[src/rtl/wave_gen_pkg.sv]
// Shared types and constants for the square-wave phase generator.
// Duty codes 0..10 select 0%..100% duty; larger codes are silenced.
package wave_gen_pkg;

    typedef enum logic [1:0] {
        ST_IDLE,
        ST_RUN,
        ST_DRAIN
    } wave_state_e;

    localparam logic [3:0] DUTY_0   = 4'd0;
    localparam logic [3:0] DUTY_10  = 4'd1;
    localparam logic [3:0] DUTY_20  = 4'd2;
    localparam logic [3:0] DUTY_30  = 4'd3;
    localparam logic [3:0] DUTY_40  = 4'd4;
    localparam logic [3:0] DUTY_50  = 4'd5;
    localparam logic [3:0] DUTY_60  = 4'd6;
    localparam logic [3:0] DUTY_70  = 4'd7;
    localparam logic [3:0] DUTY_80  = 4'd8;
    localparam logic [3:0] DUTY_90  = 4'd9;
    localparam logic [3:0] DUTY_100 = 4'd10;
    localparam logic [3:0] DUTY_MAX = DUTY_100;

    localparam int LUT_ADDR_W = 10;
    localparam int LUT_DATA_W = 16;

    // Illegal duty codes map to silence rather than wrapping around.
    function automatic logic [3:0] duty_clamp(input logic [3:0] d);
        return (d > DUTY_MAX) ? DUTY_0 : d;
    endfunction

endpackage

[src/rtl/wave_phase_gen_if.sv]
// Sample stream toward the DAC / output formatter.
// Valid/ready handshake with a period-start qualifier.
interface wave_phase_gen_if #(
    parameter int DATA_W = 16
);
    logic [DATA_W-1:0] sample;
    logic              valid;
    logic              ready;
    logic              wrap;

    modport master (
        output sample,
        output valid,
        output wrap,
        input  ready
    );

    modport slave (
        input  sample,
        input  valid,
        input  wrap,
        output ready
    );
endinterface

[src/rtl/wave_phase_acc.sv]
// Phase accumulator: register, adder, carry detect, step enable.
// Exposes only the LUT address slice plus the carry of the next step.
module wave_phase_acc #(
    parameter int ACC_W  = 32,
    parameter int ADDR_W = 10
) (
    input  logic              i_clk,
    input  logic              i_rst_n,
    input  logic              i_clr,
    input  logic              i_step,
    input  logic [ACC_W-1:0]  i_ftw,
    output logic [ADDR_W-1:0] o_addr,
    output logic              o_carry
);

    logic [ACC_W-1:0] r_acc;
    logic [ACC_W:0]   w_sum;

    assign w_sum   = {1'b0, r_acc} + {1'b0, i_ftw};
    assign o_carry = w_sum[ACC_W];
    assign o_addr  = r_acc[ACC_W-1 -: ADDR_W];

    // Accumulate on each step, hold otherwise, clear when idle.
    always_ff @(posedge i_clk or negedge i_rst_n) begin
        if (!i_rst_n) begin
            r_acc <= '0;
        end else if (i_clr) begin
            r_acc <= '0;
        end else if (i_step) begin
            r_acc <= w_sum[ACC_W-1:0];
        end
    end

endmodule

[src/rtl/wave_phase_gen.sv]
// Phase-accumulator LUT address generator and sample reader.
// Optional WAVE_GEN_PHASE_OFFSET_EN adds a latched address offset.
module wave_phase_gen
    import wave_gen_pkg::*;
#(
    parameter int ACC_W  = 32,
    parameter int ADDR_W = LUT_ADDR_W,
    parameter int DATA_W = LUT_DATA_W
) (
    input  logic              i_clk,
    input  logic              i_rst_n,
    input  logic              i_en,
    input  logic [ACC_W-1:0]  i_ftw,
    input  logic [3:0]        i_duty,
`ifdef WAVE_GEN_PHASE_OFFSET_EN
    input  logic [ADDR_W-1:0] i_phase_off,
`endif
    output logic [ADDR_W-1:0] o_lut_addr,
    output logic [3:0]        o_lut_sel,
    input  logic [DATA_W-1:0] i_lut_data,
    wave_phase_gen_if.master  o_smp
);

    wave_state_e       r_state;
    logic [ACC_W-1:0]  r_ftw_act;
    logic [3:0]        r_sel_act;
    logic [ADDR_W-1:0] r_off_act;
    logic              r_wrap_pend;
    logic [DATA_W-1:0] r_sample;
    logic              r_valid;
    logic              r_wrap;

    logic [ADDR_W-1:0] w_acc_addr;
    logic [ADDR_W-1:0] w_off_in;
    logic              w_carry;
    logic              w_free;
    logic              w_step;
    logic              w_stop;
    logic              w_clr;

`ifdef WAVE_GEN_PHASE_OFFSET_EN
    assign w_off_in = i_phase_off;
`else
    assign w_off_in = '0;
`endif

    // Output slot is free when empty or being consumed this edge.
    assign w_free = !r_valid || o_smp.ready;
    assign w_step = (r_state == ST_RUN) && i_en && w_free;
    assign w_stop = ((r_state == ST_RUN) && !i_en && w_free)
                 || ((r_state == ST_DRAIN) && o_smp.ready);
    assign w_clr  = (r_state == ST_IDLE) || w_stop;

    wave_phase_acc #(
        .ACC_W  (ACC_W),
        .ADDR_W (ADDR_W)
    ) u_acc (
        .i_clk   (i_clk),
        .i_rst_n (i_rst_n),
        .i_clr   (w_clr),
        .i_step  (w_step),
        .i_ftw   (r_ftw_act),
        .o_addr  (w_acc_addr),
        .o_carry (w_carry)
    );

    assign o_lut_addr   = w_acc_addr + r_off_act;
    assign o_lut_sel    = r_sel_act;
    assign o_smp.sample = r_sample;
    assign o_smp.valid  = r_valid;
    assign o_smp.wrap   = r_wrap;

    // Control FSM with sample capture; parameters relatch only on wrap.
    always_ff @(posedge i_clk or negedge i_rst_n) begin
        if (!i_rst_n) begin
            r_state     <= ST_IDLE;
            r_ftw_act   <= '0;
            r_sel_act   <= '0;
            r_off_act   <= '0;
            r_wrap_pend <= 1'b0;
            r_sample    <= '0;
            r_valid     <= 1'b0;
            r_wrap      <= 1'b0;
        end else begin
            unique case (r_state)
                ST_IDLE: begin
                    r_valid <= 1'b0;
                    if (i_en) begin
                        r_ftw_act   <= i_ftw;
                        r_sel_act   <= duty_clamp(i_duty);
                        r_off_act   <= w_off_in;
                        r_wrap_pend <= 1'b1;
                        r_state     <= ST_RUN;
                    end
                end
                ST_RUN: begin
                    if (w_step) begin
                        r_sample    <= i_lut_data;
                        r_valid     <= 1'b1;
                        r_wrap      <= r_wrap_pend;
                        r_wrap_pend <= w_carry;
                        if (w_carry) begin
                            r_ftw_act <= i_ftw;
                            r_sel_act <= duty_clamp(i_duty);
                            r_off_act <= w_off_in;
                        end
                    end else if (!i_en) begin
                        if (w_free) begin
                            r_valid <= 1'b0;
                            r_state <= ST_IDLE;
                        end else begin
                            r_state <= ST_DRAIN;
                        end
                    end
                end
                ST_DRAIN: begin
                    if (o_smp.ready) begin
                        r_valid <= 1'b0;
                        r_state <= ST_IDLE;
                    end
                end
                default: begin
                    r_valid <= 1'b0;
                    r_state <= ST_IDLE;
                end
            endcase
        end
    end

endmodule

[src/flat_wrapper.sv]
// flat-port wrapper written by rule: the top's interface ports become plain ports
module wave_phase_gen_flat import wave_gen_pkg::*;
#(
    parameter int ACC_W  = 32,
    parameter int ADDR_W = LUT_ADDR_W,
    parameter int DATA_W = LUT_DATA_W
)
  (i_clk, i_rst_n, i_en, i_ftw, i_duty, o_lut_addr, o_lut_sel, i_lut_data, o_smp_sample, o_smp_valid, o_smp_wrap, o_smp_ready);
  wave_phase_gen_if #(.DATA_W(DATA_W)) o_smp_i ();
  input  logic i_clk;
  input  logic i_rst_n;
  input  logic i_en;
  input  logic [ACC_W-1:0] i_ftw;
  input  logic [3:0] i_duty;
  output logic [ADDR_W-1:0] o_lut_addr;
  output logic [3:0] o_lut_sel;
  input  logic [DATA_W-1:0] i_lut_data;
  output wire logic [$bits(o_smp_i.sample)-1:0] o_smp_sample;
  output wire logic [$bits(o_smp_i.valid)-1:0] o_smp_valid;
  output wire logic [$bits(o_smp_i.wrap)-1:0] o_smp_wrap;
  input wire logic [$bits(o_smp_i.ready)-1:0] o_smp_ready;
  assign o_smp_sample = o_smp_i.sample;
  assign o_smp_valid = o_smp_i.valid;
  assign o_smp_wrap = o_smp_i.wrap;
  assign o_smp_i.ready = o_smp_ready;
  wave_phase_gen #(.ACC_W(ACC_W), .ADDR_W(ADDR_W), .DATA_W(DATA_W)) u_core (.i_clk(i_clk), .i_rst_n(i_rst_n), .i_en(i_en), .i_ftw(i_ftw), .i_duty(i_duty), .o_lut_addr(o_lut_addr), .o_lut_sel(o_lut_sel), .i_lut_data(i_lut_data), .o_smp(o_smp_i));
endmodule
[config.mk]
export PLATFORM = sky130hd
export DESIGN_NAME = wave_phase_gen_flat
export DESIGN_NICKNAME = d
export VERILOG_FILES = /design/src/rtl/wave_gen_pkg.sv /design/src/rtl/wave_phase_gen_if.sv /design/src/rtl/wave_phase_acc.sv /design/src/rtl/wave_phase_gen.sv /design/src/flat_wrapper.sv
export SDC_FILE = /design/constraint.sdc
export NUM_CORES = 1
export LEC_CHECK = 0
export CAP_MARGIN = 0
export CORE_ASPECT_RATIO = 0.5
export CORE_MARGIN = 2
export CORE_UTILIZATION = 50
export DETAILED_ROUTE_END_ITERATION = 16
export PLACE_DENSITY = 0.84
export SYNTH_ARGS = -nofsm -noshare
export SYNTH_HDL_FRONTEND = slang
export SYNTH_SLANG_ARGS = --single-unit
[constraint.sdc]
create_clock -name i_clk -period 7.1 [get_ports i_clk]
set_input_delay 0.71 -clock i_clk [delete_from_list [all_inputs] [get_ports i_clk]]
set_output_delay 0.71 -clock i_clk [all_outputs]
set_load 0.02 [all_outputs]
Word level (Yosys, flattened, before mapping)

Cells that the tools add are included.

Add/subtract/negate cells: 2
Order comparisons: 1
Equality and inequality tests: 10
Muxes and demuxes: 29
Reductions and logical operators: 18

Operator list:

| cell                                                            | number |
|---|---|
| 32-bit two-way mux                                              | 5 |
| 32-bit one-hot mux with 2 select lines                          | 1 |
| 32-bit by 32-bit adder with 33-bit output                       | 1 |
| 10-bit two-way mux                                              | 3 |
| 10-bit one-hot mux with 2 select lines                          | 1 |
| 4-bit two-way mux                                               | 4 |
| 2-bit != test, second input constant                            | 6 |
| 10-bit adder                                                    | 1 |
| 2-bit two-way mux                                               | 5 |
| 4-bit one-hot mux with 2 select lines                           | 1 |
| 4-bit AND reduction                                             | 2 |
| 1-bit two-way mux                                               | 6 |
| 2-bit one-hot mux with 3 select lines                           | 1 |
| 3-bit AND reduction                                             | 2 |
| 1-bit logical AND                                               | 5 |
| 4-bit greater-than comparator, second input constant            | 1 |
| 1-bit one-hot mux with 2 select lines                           | 2 |
| 2-bit nonzero test                                              | 2 |
| 1-bit logical OR                                                | 3 |
| 3-bit by 2-bit != test with 1-bit output, second input constant | 1 |
| 3-bit != test, second input constant                            | 1 |
| 2-bit by 1-bit == test with 1-bit output, second input constant | 1 |
| 2-bit == test, second input constant                            | 1 |
| 1-bit zero test                                                 | 2 |
| other kinds (2)                                                 | 2 |

Bits in registers: 99
Output and inout bits: 32
Logic and storage cells: 69

Depth between registers and ports, before layout

Gate-level depths: netlist of run 1.

Word-level depth: 6
Mapped depth: 12
Mapped depth without buffers: 11

Modules after synthesis

A second synthesis of run 1 with hierarchy kept.

Cells, all modules: 529
Area, all modules: 5601.6 µm²

Modules (own cells, without submodules):

| module         | instances | cells each | area an instance (µm²) | sequential area each (µm²) |
|---|---|---|---|---|
| wave_phase_acc | 1         | 389        | 3199.3                 | 800.8 |
| wave_phase_gen | 1         | 140        | 2402.3                 | 1426.4 |

Least setup slack after synthesis of run 1

No wires, ideal clock.

Path kind: register to register
From: register u_core.u_acc.r_acc[0]
To: register u_core.r_sel_act[2] (netlist: u_core.o_lut_sel[2])
Arrival time: 2.477 ns
Required time: 6.975 ns
Path slack: 4.497 ns
Stages on the path, launching flop included: 13
Path buffers: 1
Clock period less this slack: 2.603 ns
Cell sequence: dfrtp_1 > ha_1 > inv_1 > fa_1 > nand2b_1 > a21oi_1 > o21ai_0 > nand2_2 > a211oi_2 > nor3_2 > o21ai_4 > buf_6 > mux2_4

Word-level cells in the longest chain between the ends: 3

RTL lines:

| what                                      | RTL line              | text |
|---|---|---|
| start: declaration                        | wave_phase_acc.sv:16  | `logic [ACC_W-1:0] r_acc;` |
| start signal: assignment                  | wave_phase_acc.sv:30  | `r_acc <= w_sum[ACC_W-1:0];` |
| 32-bit by 32-bit adder with 33-bit output | wave_phase_acc.sv:19  | `assign w_sum = {1'b0, r_acc} + {1'b0, i_ftw};` |
| 2-bit != test (no line)                   | --                    |  |
| 4-bit AND reduction (no line)             | --                    |  |
| end signal: assignment                    | wave_phase_gen.sv:90  | `r_sel_act <= duty_clamp(i_duty);` |
| end signal: assignment                    | wave_phase_gen.sv:104 | `r_sel_act <= duty_clamp(i_duty);` |
| end: declaration                          | wave_phase_gen.sv:26  | `logic [3:0] r_sel_act;` |

No other way between the ends.
A chain may end at the register's enable or synchronous reset.

Worst setup path after layout of run 1

From: register u_core.u_acc.r_acc[0]
To: register u_core.r_ftw_act[13]

Word-level cells in the longest chain between the ends: 3

RTL lines:

| what                                      | RTL line              | text |
|---|---|---|
| 32-bit by 32-bit adder with 33-bit output | wave_phase_acc.sv:19  |  |
| 2-bit != test (no line)                   | --                    |  |
| 4-bit AND reduction (no line)             | --                    |  |
| end signal: assignment                    | wave_phase_gen.sv:89  | `r_ftw_act <= i_ftw;` |
| end signal: assignment                    | wave_phase_gen.sv:103 | `r_ftw_act <= i_ftw;` |
| end: declaration                          | wave_phase_gen.sv:25  | `logic [ACC_W-1:0] r_ftw_act;` |

No other way between the ends.

==> results by stage, run 1 <==
Clock tree:
- Post-CTS timing repair inserted 0 buffers for setup.
- The level count of the clock H-tree is 3.
- The total CTS buffers is 9.
- After clock tree synthesis, the clock-pin slew on the worst setup and hold paths is 0.06 ns.
- CTS placed an instance of clkbuf_16 at the clock tree root.
- The clock latency on the worst-skew pair is 0.34 ns.
- In this run, post-CTS repair resized a total of 0 instances.
- In this run the deepest clock path goes through 2 buffers.
- The clock tree from TritonCTS is built.
- The clock drives 89 sinks.
- The hold buffer count at CTS is 0.

Routing:
- The highest signal layer in the routed design is met4.
- The total routed wire length on the met1 layer is 5.45 mm.
- The routed design has 11.4 mm of wire.
- After detailed routing, the average wire length per cell comes to 15.2 um.
- The via count is 4137.
- After detailed routing, the number of remaining DRC violations is 0.
- For this run, the detailed router's first-pass iteration total came to 5.
- The amount of wire on met2 after detailed routing is 5.28 mm.
- The number of vias per cell is 5.52.
- The routed length on met3 is 495 um.
- The count of nets left with antenna violations once routing finished came out at 0.
- The detailed router finished its first iteration with 230 violations.

Finish:
- The multi-input gate area in the final layout is 2760 um2.
- Leaving out fill and tap cells, the most frequent cell in the layout is nand2_1.
- The repair_antennas step left the layout with diodes totalling 0.
- The area overhead of the layout relative to synthesis is 23.5%.
- The final layout contains 695 nets.
- In the final layout, the share of cells above drive strength 1 is 0.110.
- Summing all flip-flop and latch instances after layout gives 2230 um2.
- The number of fillers in the final layout is 835.
- Once layout is done, the placed cells without fillers occupy 6450 um2.
- Leaving out fill and tap cells, the most frequent cells in the layout are nand2_1, dfrtp_1, clkdlybuf4s50_1, o21ai_0, ha_1.

Worst setup path:
- The worst reg-to-reg path cell count is 12.
- The worst setup path is launched from a flip-flop.
- The critical path arrival is 3.57 ns.
- The critical path required time is 7.32 ns.
- By startpoint and endpoint, the worst setup path is classified as reg2reg.
- The endpoint class of the critical path is a flip-flop.
- The critical-path maximum fanout is 29.

Floorplanning:
- The die covers 11300 um2.
- From left edge to right edge, the die measures 149 um.
- 88 I/O pins were placed.
- The area of the core is 10200 um2.
- The die height is 76.3 um.
- The initial cell density of the core is 0.513.
- The floorplan has 26 rows.

STA:
- The smallest clock period supported by the final layout is computed as 3.34 ns.
- The total count of hold-check failures in the final report came to 0.
- The slack of the critical path is 3.76 ns.
- The number of pins exceeding their max-slew limit in the final report was 0.
- In the finished design, the share of the clock period the worst path needs comes to 0.471.
- The final number of setup-violating endpoints is 0.
- The maximum clock skew at final layout is 0.00506 ns.
- Setup repair after global routing left no endpoint under its margin.
- Setup total negative slack on the finished layout was measured at 0 ns.
- The normalized max-slew margin is 0.312.
- Static timing analysis puts the maximum clock frequency at 0.299 GHz.
- The slew at the pin with the worst max-slew slack is 1.03 ns.

Pwr:
- Dividing total power by cell area gives a power density of 363 nW/um2.
- The static power due to leakage is 3.00 nW.
- IR analysis of the VDD net gives a maximum drop of 0.000172 V.

Global route:
- The via count of the first global-routing pass is 4190.
- The total global-route track usage is 0.217.
- The number of antenna violations at the first check in global routing is 0.
- The first global-routing pass estimated 19.9 mm of wire.
- The largest net degree at the start of global routing is 83.
- The leftover overflow at the end of global routing is 0.

Place:
- The cell area reported after detailed placement is 6130 um2.
- The number of input and output port buffers inserted is 87.
- Routability-driven placement finished with a final weighted congestion of 0.865.
- OpenSTA, run right after detailed placement, puts the worst setup slack at 3.76 ns.
- The half-perimeter wire length of the detailed placement result is 8.10 mm.

Yosys:
- The post-synthesis cell type count is 53.
- Counting every instance in the synthesized netlist gives 531.
- Counting flops with an async set or reset pin after synthesis yields a share of 1.00.
- Of the synthesized area, sequential elements account for 0.427.
- The register bit total from synthesis is 89.
- The Yosys step of the flow raised 0 warnings.
- The number of enable-type register cells in the synthesized netlist is 0.
- When the netlist entered floorplanning its net count stood at 620.
- In the synthesized netlist the dominant register cell turns out to be dfrtp_1.
- The mapped netlist covers 5220 um2.
- The average cell area after synthesis is 9.83 um2.

Run:
- The number of max-cap violations is 0.

Min path:
- The tightest min-delay check is of the in2async type.

Status:
- The flow ran to the end, and the final reports show no timing, DRC or antenna violations.
[sequential cells by signal (all words and copies together), names as in the netlist]
register and flops:
u_core.o_smp.valid 1, u_core.r_wrap_pend 1, u_core.r_ftw_act 32, u_core.u_acc.r_acc 32, u_core.o_lut_sel 4, u_core.r_state 2, u_core.o_smp.sample 16, u_core.o_smp.wrap 1
[synth_stat cells (2+ instances only)]
cell	count	area (um2)
a211o_1	2	17.5
a211oi_1	7	52.6
a21o_1	9	67.6
a21oi_1	29	145
a22o_1	3	26.3
a31o_2	2	17.5
a31oi_1	8	50.1
and2_1	2	12.5
and3_1	2	12.5
and3_4	2	22.5
buf_4	12	90.1
buf_6	4	45.0
clkbuf_1	12	45.0
dfrtp_1	89	2230
ha_1	32	400
inv_1	16	60.1
mux2_2	7	78.8
mux2_4	27	405
mux2i_1	4	40.0
nand2_1	102	383
nand2b_1	7	43.8
nand3_1	16	80.1
nand4_1	8	50.1
nor2_1	13	48.8
nor2b_1	5	31.3
nor3b_1	3	22.5
o2111ai_1	2	17.5
o211ai_1	4	30.0
o21a_1	3	22.5
o21ai_0	50	250
o21bai_1	5	37.5
xnor2_1	13	114
xor2_1	11	96.3
[stage by stage]
stage / util / total power [mW] / hold slack [ns] / std cells
floorplan: - / 1.57 / 0.414 / 531
global placement: 0.602 / 1.79 / 0.457 / 735
detailed placement: 0.602 / 1.83 / 0.461 / 735
CTS: 0.633 / 2.34 / 0.174 / 750
global route: 0.633 / 2.51 / 0.169 / 750
finish: 0.633 / 2.34 / 0.179 / 750
[path summary, 6_finish.rpt]
| kind | startpoint | endpoint | slack, ns |
|---|---|---|---|
| min in group i_clk | u_core.o_smp.sample[10] | u_core.o_smp.sample[10] | 0.47 |
| hold reg to reg | u_core.o_smp.sample[10] | u_core.o_smp.sample[10] | 0.47 |
| setup / recovery | u_core.u_acc.r_acc[0] | u_core.r_ftw_act[13] | 3.76 |
| setup reg to reg | u_core.u_acc.r_acc[0] | u_core.r_ftw_act[13] | 3.76 |
| hold / removal | i_rst_n | u_core.o_smp.sample[2] | 0.18 |
| max in group asynchronous | i_rst_n | u_core.u_acc.r_acc[19] | 5.71 |
[metal layers]
layer / vias to the layer above / track usage
met4: 0 / 0.0619
li1: 2012 / -
met2: 105 / 0.343
met5: - / 0
met1: 2002 / 0.303
met3: 18 / 0.0449
[critical path, cell delays in order (launching register included)]
cell      delay (ns)
dfrtp_1         0.38
ha_1            0.23
inv_1           0.08
fa_1            0.18
nand2b_1        0.14
a21oi_1         0.09
o21ai_0         0.20
nand2_2         0.17
a211oi_2        0.31
nor3_2          0.11
o21ai_4         0.40
buf_4           0.53
mux2_2          0.40
[power breakdown]
group | internal [mW] | switching [mW]
logic | 0.518 | 0.580
registers | 0.650 | 0.0951
clock network | 0.309 | 0.186
total | 1.48 | 0.861
[area by class of cell]
type / instances / share of cell area
multi-input combinational: 397 / 0.428
sequential: 89 / 0.345
timing repair buffer: 93 / 0.142
clock buffer: 13 / 0.0435
tap: 140 / 0.0272
inverter: 16 / 0.00931
clock inverter: 2 / 0.00543
[logic make-up (layout without fill, tap and decap cells)]
kind of cell	after synthesis	count (layout)	synth area share
AOI/OAI and AO/OA	134	134	0.158
DFF	89	89	0.427
adders and majority gates	33	33	0.0805
buffers and inverters	45	124	0.0470
xor gates and xnor gates	24	24	0.0403
and+or+nand+nor	168	168	0.147
muxes	38	38	0.100
No activity file was read; power rests on OpenSTA's default activity.
==> inputs of run 2 (changes only) <==
==> constraint.sdc (replaced) <==
create_clock -name i_clk -period 3.5 [get_ports i_clk]
set_input_delay 0.35 -clock i_clk [delete_from_list [all_inputs] [get_ports i_clk]]
set_output_delay 0.35 -clock i_clk [all_outputs]
set_load 0.02 [all_outputs]
==> run 2 against run 1 <==
  * Clock power grew 84%
  * Hold slack gained 0.23 ns
  * Non-clock buffer count grew 5
  * Clock skew is 0.0043 ns higher
  * Critical path depth stayed put
  * Maximum frequency rose by 15%
  * Sequential cell count is the same
  * Via count up 1.3%
  * Register-to-register slack worse by 3.2 ns
  * Final area barely moved
  * Die area unchanged
  * Routed wire length is 2.0% higher
  * Largest cell class unchanged
==> results by stage, run 2 (same netlist as run 1, synthesis figures left out) <==
Finish:
- 0 antenna diodes ended up in the layout.
- The number of fillers in the final layout is 797.
- Compared with the post-synthesis result, the final layout area differs by 23.7%.
- The design area is 6460 um2.
- The library cell used most frequently in the layout, excluding fill and tap cells, is nand2_1.
- Leaving out fill and tap cells, the most frequent cells in the layout are nand2_1, dfrtp_1, clkdlybuf4s50_1, o21ai_0, ha_1.
- The total number of nets in the final design is 700.
- Of the cells placed in the final design, the portion with a size suffix greater than 1 is 0.117.

STA:
- Setup total negative slack on the finished layout was measured at 0 ns.
- Dividing the final minimum period by the clock period gives 0.830.
- Setup violations remaining at the end of the flow were counted as 0.
- For the pin with the worst max-slew slack, the measured transition is 0.633 ns.
- Headroom to the max-slew limit came out at 0.578.
- The total count of hold-check failures in the final report came to 0.
- Based on the critical path, the design can be clocked at up to 0.344 GHz.
- Subtracting the final worst setup slack from the clock period gives 2.91 ns.
- On the final layout, the worst hold slack is 0.405 ns.
- Setup repair after global routing left no endpoint under its margin.
- For the final database, setup skew stands at 0.00939 ns.
- The number of pins exceeding their max-slew limit in the final report came to 0.

Pwr:
- The design draws 4.67 mW.
- In this run the static leakage power is 3.00 nW.
- The clock network fraction of total power is 0.195.
- Of the total power, the share spent switching nets is 0.383.
- The share of total power dissipated in sequential elements is 0.325.
- Cell internal power was estimated by the tool at 2.88 mW.
- The worst IR drop on VDD is 0.000280 V.
- The reported net switching power is 1.79 mW.
- The power per cell area is 723 nW/um2.
- Of the total power, combinational logic draws 0.479.

Place:
- In this run the cell area measured after placement is 6160 um2.
- The half-perimeter wire length of the detailed placement result is 8.49 mm.
- The number of input and output port buffers inserted is 87.
- Routability-driven placement finished with a final weighted congestion of 0.895.

Global route:
- The via count of the first global-routing pass is 4259.
- The global-route wire length before repair is 20.2 mm.
- The largest net degree at the start of global routing is 44.
- The number of antenna violations at the first check in global routing is 0.
- The total overflow left after global routing is 0.
- Across every metal layer, demand over resource in global routing totals 0.222.

Floorplanning:
- For this design the top-level I/O count stands at 88.
- The initial cell density of the core is 0.513.
- The horizontal die dimension is 149 um.
- The floorplan has 26 rows.
- The area of the die is 11300 um2.
- The floorplan step set the die height to 76.3 um.
- The area of the core is 10200 um2.

Routing:
- The first-pass iteration count of the detailed router is 5.
- In the final routed layout, each cell accounts on average for 15.4 um.
- In this run the remaining antenna-violating nets after routing total 0.
- After detailed routing, the number of remaining DRC violations is 0.
- The number of DRC markers in iteration 0 is 347.
- The final wirelength is 11.6 mm.
- The number of vias per cell is 5.54.
- The via count is 4192.

Worst setup path:
- Walking the worst path, the cells encountered are ha_1 -> inv_1 -> fa_1 -> nand2b_1 -> a21oi_1 -> o21ai_0 -> nand2_2 -> a211oi_2 -> nor3_2 -> o21ai_4 -> buf_4 -> mux2_4.
- Data on the critical path arrives at its endpoint at 3.14 ns.
- For this run, the slowest stage of the critical path takes 0.38 ns.
- On the critical path, the stage with the largest delay is an instance of fa_1.
- The startpoint type of the worst setup path is a flip-flop.
- The critical path required time is 3.73 ns.
- STA classifies the critical path endpoint as a flip-flop.
- In this run the worst path has a maximum fanout of 18.
- The critical path is of the reg2reg type.

Min path:
- The worst hold path class is in2async.

Clock tree:
- The clock net in this run drives a total of 89 sinks.
- The clock tree root driver cell is clkbuf_16.
- The clock tree from TritonCTS is built.
- The clock tree synthesis step divided the H-tree into 3 levels.
- The clock latency on the worst-skew pair is 0.35 ns.
- The maximum clock path buffer count is 2.
- The clock-pin slew reported for the worst setup and hold paths after clock tree synthesis is 0.07 ns.
- The total CTS buffers is 9.

Run:
- The number of max-cap violations is 0.

Status:
- The flow ran to the end, and the final reports show no timing, DRC or antenna violations.
## run 2: cell count changes in the layout (fill, tap and decap cells not counted), sizes merged
cell         delta
dlygate4sd3     +1
bufinv          -1
inv             +1
clkbuf          -3
clkinvlp        +2
buf             +4
clkinv          +2
## run 2: through the flow
| step | setup slack (ns) | instances | util |
|---|---|---|---|
| 2_1_floorplan | 0.897 | 531 | - |
| 3_3_place_gp | 0.727 | 739 | 0.605 |
| 3_5_place_dp | 0.622 | 739 | 0.605 |
| 4_1_cts | 0.599 | 756 | 0.634 |
| 5_1_grt | 0.333 | 756 | 0.634 |
| 6_report | 0.595 | 756 | 0.634 |
## run 2: worst max-delay path: cells and delay by family (launching register included)
family,cells,cell delay (ns)
buffers and inverters,2,0.33
adder cells (fa/ha/maj),2,0.57
flip-flops,1,0.37
AND/OR/NAND/NOR,3,0.63
multiplexers,1,0.34
AO/OA/AOI/OAI,4,0.53
## run 2: final cells by class
| class | instances | area (um2) | area share |
|---|---|---|---|
| Timing Repair Buffer | 98 | 953 | 0.148 |
| Multi-Input combinational cell | 397 | 2760 | 0.427 |
| Tap cell | 140 | 175 | 0.0271 |
| Clock inverter | 6 | 42.5 | 0.00659 |
| Sequential cell | 89 | 2230 | 0.345 |
| Clock buffer | 10 | 239 | 0.0370 |
| Inverter | 16 | 60.1 | 0.00930 |
## run 2: path summary, 6_finish.rpt
| check | startpoint | slack (ns) | endpoint | depth (start not counted) |
|---|---|---|---|---|
| min | i_rst_n | 0.41 | u_core.u_acc.r_acc[5] | 2 |
| max | u_core.r_ftw_act[0] | 0.59 | u_core.r_ftw_act[31] | 12 |
| max in group asynchronous | i_rst_n | 2.28 | u_core.u_acc.r_acc[12] | 3 |
| min reg2reg | u_core.o_smp.sample[7] | 0.48 | u_core.o_smp.sample[7] | 2 |
| min in group i_clk | u_core.o_smp.sample[7] | 0.48 | u_core.o_smp.sample[7] | 2 |
| max reg2reg | u_core.r_ftw_act[0] | 0.59 | u_core.r_ftw_act[31] | 12 |
## run 2: what timing repair did
item | CTS | global route
resized for setup | 0 | 0
setup buffers | 0 | 0
endpoints found under the hold margin | 18 | 0
setup endpoints to repair | 0 | 0
hold buffers | 1 | 0
## run 2: layer usage
layer / global-route usage / routed length (um) / vias to the layer above
met5: 0 / 0 / -
met4: 0.0762 / 229 / 0
met3: 0.0623 / 570 / 24
met2: 0.361 / 5520 / 108
met1: 0.288 / 5300 / 2035
li1: - / - / 2025
## run 2: power groups by stage
stage,clock network (mW),registers [mW],logic (mW)
after floorplan,0,1.53,1.66
after global placement,0,1.52,2.12
after detailed placement,0,1.53,2.20
after CTS,0.936,1.52,2.22
after global routing,0.974,1.55,2.47
final,0.912,1.52,2.24
==> inputs of run 3 (changes only) <==
==> constraint.sdc (replaced) <==
create_clock -name i_clk -period 2.95 [get_ports i_clk]
set_input_delay 0.295 -clock i_clk [delete_from_list [all_inputs] [get_ports i_clk]]
set_output_delay 0.295 -clock i_clk [all_outputs]
set_load 0.02 [all_outputs]
==> run 3 against run 2 <==
  * The flow now finishes with violations (negative hold slack)
  * First-iteration DRC count fell by 14%
  * Cell count rose by 0.13%
  * Via count hardly changed
  * Power up 25%
  * Clock skew shrank 0.0048 ns
  * Clock power up 45%
  * Worst setup slack got worse by 0.42 ns
  * Combinational power grew 21%
  * Die area is the same
  * Maximum frequency increased by 4.7%
  * Final area rose by 1.8%
  * Critical path type unchanged
  * Highest routed layer unchanged
==> results by stage, run 3 (same netlist as run 1, synthesis figures left out) <==
Status:
- The flow ran to the end, but the final reports show violations.
- The checks that failed: negative hold slack.

Place:
- At the end of routability-driven placement, the weighted congestion stood at 0.878.
- Including well taps, the total number of placed cells is 738.
- The number of input and output port buffers inserted is 87.
- The half-perimeter wire length of the detailed placement result is 8.31 mm.

Finish:
- The final core area utilization is 0.645.
- The count of placed standard cells in the final layout, fillers left out is 757.
- The library cell used most frequently in the layout, excluding fill and tap cells, is nand2_1.
- The antenna diode instance count is 0.
- The fraction of final layout cells with drive strength greater than 1 is 0.122.
- The top cell types in the final layout, fill and taps aside, are nand2_1, dfrtp_1, clkdlybuf4s50_1, o21ai_0, ha_1.
- The area overhead of the layout relative to synthesis is 25.9%.
- The total number of nets in the final design is 701.

STA:
- Across all hold checks on the routed design, the worst slack comes to -0.0147 ns.
- The time the final worst path needs with I/O delays and setup is 2.78 ns.
- The total count of hold-check failures in the final report is 21.
- The maximum clock skew at final layout is 0.00455 ns.
- The number of pins exceeding their max-slew limit in the final report is 0.
- In the finished design, the share of the clock period the worst path needs comes to 0.941.
- The maximum frequency from static timing analysis is 0.360 GHz.
- The slew at the pin with the worst max-slew slack is 0.697 ns.
- Setup violations remaining at the end of the flow were counted as 0.
- The normalized max-slew margin is 0.532.

Routing:
- The first-pass iteration count of the detailed router is 5.
- Dividing the detail-routed via count by the number of cells gives 5.53.
- Once detail routing completed, the nets flagged for antenna violations numbered 0.
- The final wirelength is 11.9 mm.
- In the routed design, unresolved DRC markers number 0.
- The routed wire length per instance is 15.7 um.
- The number of DRC markers in iteration 0 is 298.
- The via count is 4188.

Worst setup path:
- Along the worst path, the maximum fanout reaches 19.
- STA classifies the critical path endpoint as a flip-flop.
- The critical path required time is 3.18 ns.
- The startpoint type of the worst setup path is a flip-flop.
- For the worst setup path, the data arrival time is 3.00 ns.
- The worst setup path is of the reg2reg kind.

Run:
- The number of max-cap violations is 0.

Floorplanning:
- The area of the core is 10200 um2.
- The initial utilization of the core area, before any placement, comes to 0.513.
- The horizontal die dimension is 149 um.
- The number of rows in the core area is 26.
- The area of the die is 11300 um2.
- The die is 76.3 um tall.
- The total I/O pin count is 88.

Global route:
- The via count of the first global-routing pass is 4242.
- The number of antenna violations at the first check in global routing is 0.
- The total global-route track usage is 0.223.
- The total overflow left after global routing is 0.
- The first global-routing pass estimated 20.3 mm of wire.
- The largest net degree at the start of global routing is 54.

Pwr:
- The reported net switching power is 2.14 mW.
- The power share of the sequential group is 0.310.
- In this run the power density over the cells is 890 nW/um2.
- For this design the static power due to leakage is 3.06 nW.
- Of the total power, the share spent switching nets is 0.366.
- Internal power comes to 3.71 mW.
- The clock network fraction of total power is 0.226.
- The worst IR drop on VDD is 0.000469 V.
- The part of the power in combinational logic is 0.465.

Min path:
- In this run the worst hold path is classified as in2async.

Clock tree:
- The level count of the clock H-tree is 3.
- The clock tree root driver cell is clkbuf_16.
- The clock passes through at most 2 buffers.
- TritonCTS built the clock tree.
- The clock latency on the worst-skew pair is 0.34 ns.
- For this design, the sink count on the clock tree is 89.
- After clock tree synthesis, the clock-pin slew on the worst setup and hold paths is 0.06 ns.
- The hold buffer count at CTS is 0.
- Buffers inserted during clock tree synthesis total 9.
==> run 3: cell count changes in the layout (fill, tap and decap cells not counted), sizes merged <==
| cell | before | now |
|---|---|---|
| buf | 11 | 13 |
| clkinvlp | 2 | 0 |
| inv | 17 | 16 |
| bufinv | 0 | 3 |
| dlygate4sd3 | 1 | 0 |
==> run 3: final timing paths <==
kind                                         start                 endpoint  slack [ns]  cells after the start
setup / recovery               u_core.r_ftw_act[0]     u_core.r_ftw_act[11]        0.17                     12
hold / removal                             i_rst_n   u_core.o_smp.sample[2]       -0.01                      1
setup reg to reg               u_core.r_ftw_act[0]     u_core.r_ftw_act[11]        0.17                     12
hold reg to reg            u_core.o_smp.sample[13]  u_core.o_smp.sample[13]        0.48                      2
max in group asynchronous                  i_rst_n     u_core.r_ftw_act[27]        2.22                      2
min in group i_clk                  i_lut_data[14]  u_core.o_smp.sample[14]        0.48                      3
==> run 3: area by class of cell <==
class / count / area, um2
inverters: 16 / 60.1
multi-input cells: 397 / 2770
repair buffers: 99 / 996
fillers: 783 / 3610
clock buffers: 10 / 239
well taps: 140 / 175
flip-flops and latches: 89 / 2230
clock inverters: 6 / 105
==> run 3: critical path: stages, from the launching register on <==
cell      delay, ns
dfrtp_1        0.36
ha_1           0.20
inv_1          0.06
fa_1           0.38
nand2b_1       0.19
a21oi_1        0.20
o21ai_1        0.09
nand2_2        0.17
a211oi_4       0.10
nor3_2         0.27
o21ai_4        0.12
buf_12         0.21
mux2_4         0.30
==> run 3: stage by stage <==
| stage | setup slack [ns] | setup TNS [ns] | hold slack, ns | total power [mW] | cell area (um2) |
|---|---|---|---|---|---|
| after global routing | -0.00421 | -0.0164 | 0.0456 | 6.24 | 6570 |
| after CTS | 0.146 | 0 | 0.00844 | 5.80 | 6540 |
| after detailed placement | 0.181 | 0 | 0.381 | 4.43 | 6190 |
| final | 0.175 | 0 | -0.0147 | 5.85 | 6570 |
| after floorplan | 0.347 | 0 | -0.000591 | 3.79 | 5220 |
| after global placement | 0.228 | 0 | 0.370 | 4.35 | 6190 |
==> run 3: what timing repair did <==
| item | CTS | global route |
|---|---|---|
| setup buffers | 0 | 3 |
| hold endpoints to repair | 0 | 0 |
| setup endpoints to repair | 0 | 34 |
| gates resized for setup | 0 | 3 |
==> run 3: layer usage <==
metal | global-route usage | vias to the layer above | part of all wire
met5 | 0 | - | 0
met4 | 0.0743 | 0 | 0.021
met3 | 0.0533 | 31 | 0.059
met2 | 0.361 | 125 | 0.47
met1 | 0.296 | 2012 | 0.45
li1 | - | 2020 | -
==> run 3: power by group through the flow <==
| stage | clock network [mW] | registers (mW) | logic [mW] |
|---|---|---|---|
| 6_report | 1.32 | 1.81 | 2.72 |
| 5_1_grt | 1.38 | 1.85 | 3.01 |
| 4_1_cts | 1.34 | 1.81 | 2.66 |
| 3_5_place_dp | 0 | 1.81 | 2.62 |
| 3_3_place_gp | 0 | 1.80 | 2.54 |
| 2_1_floorplan | 0 | 1.82 | 1.97 |
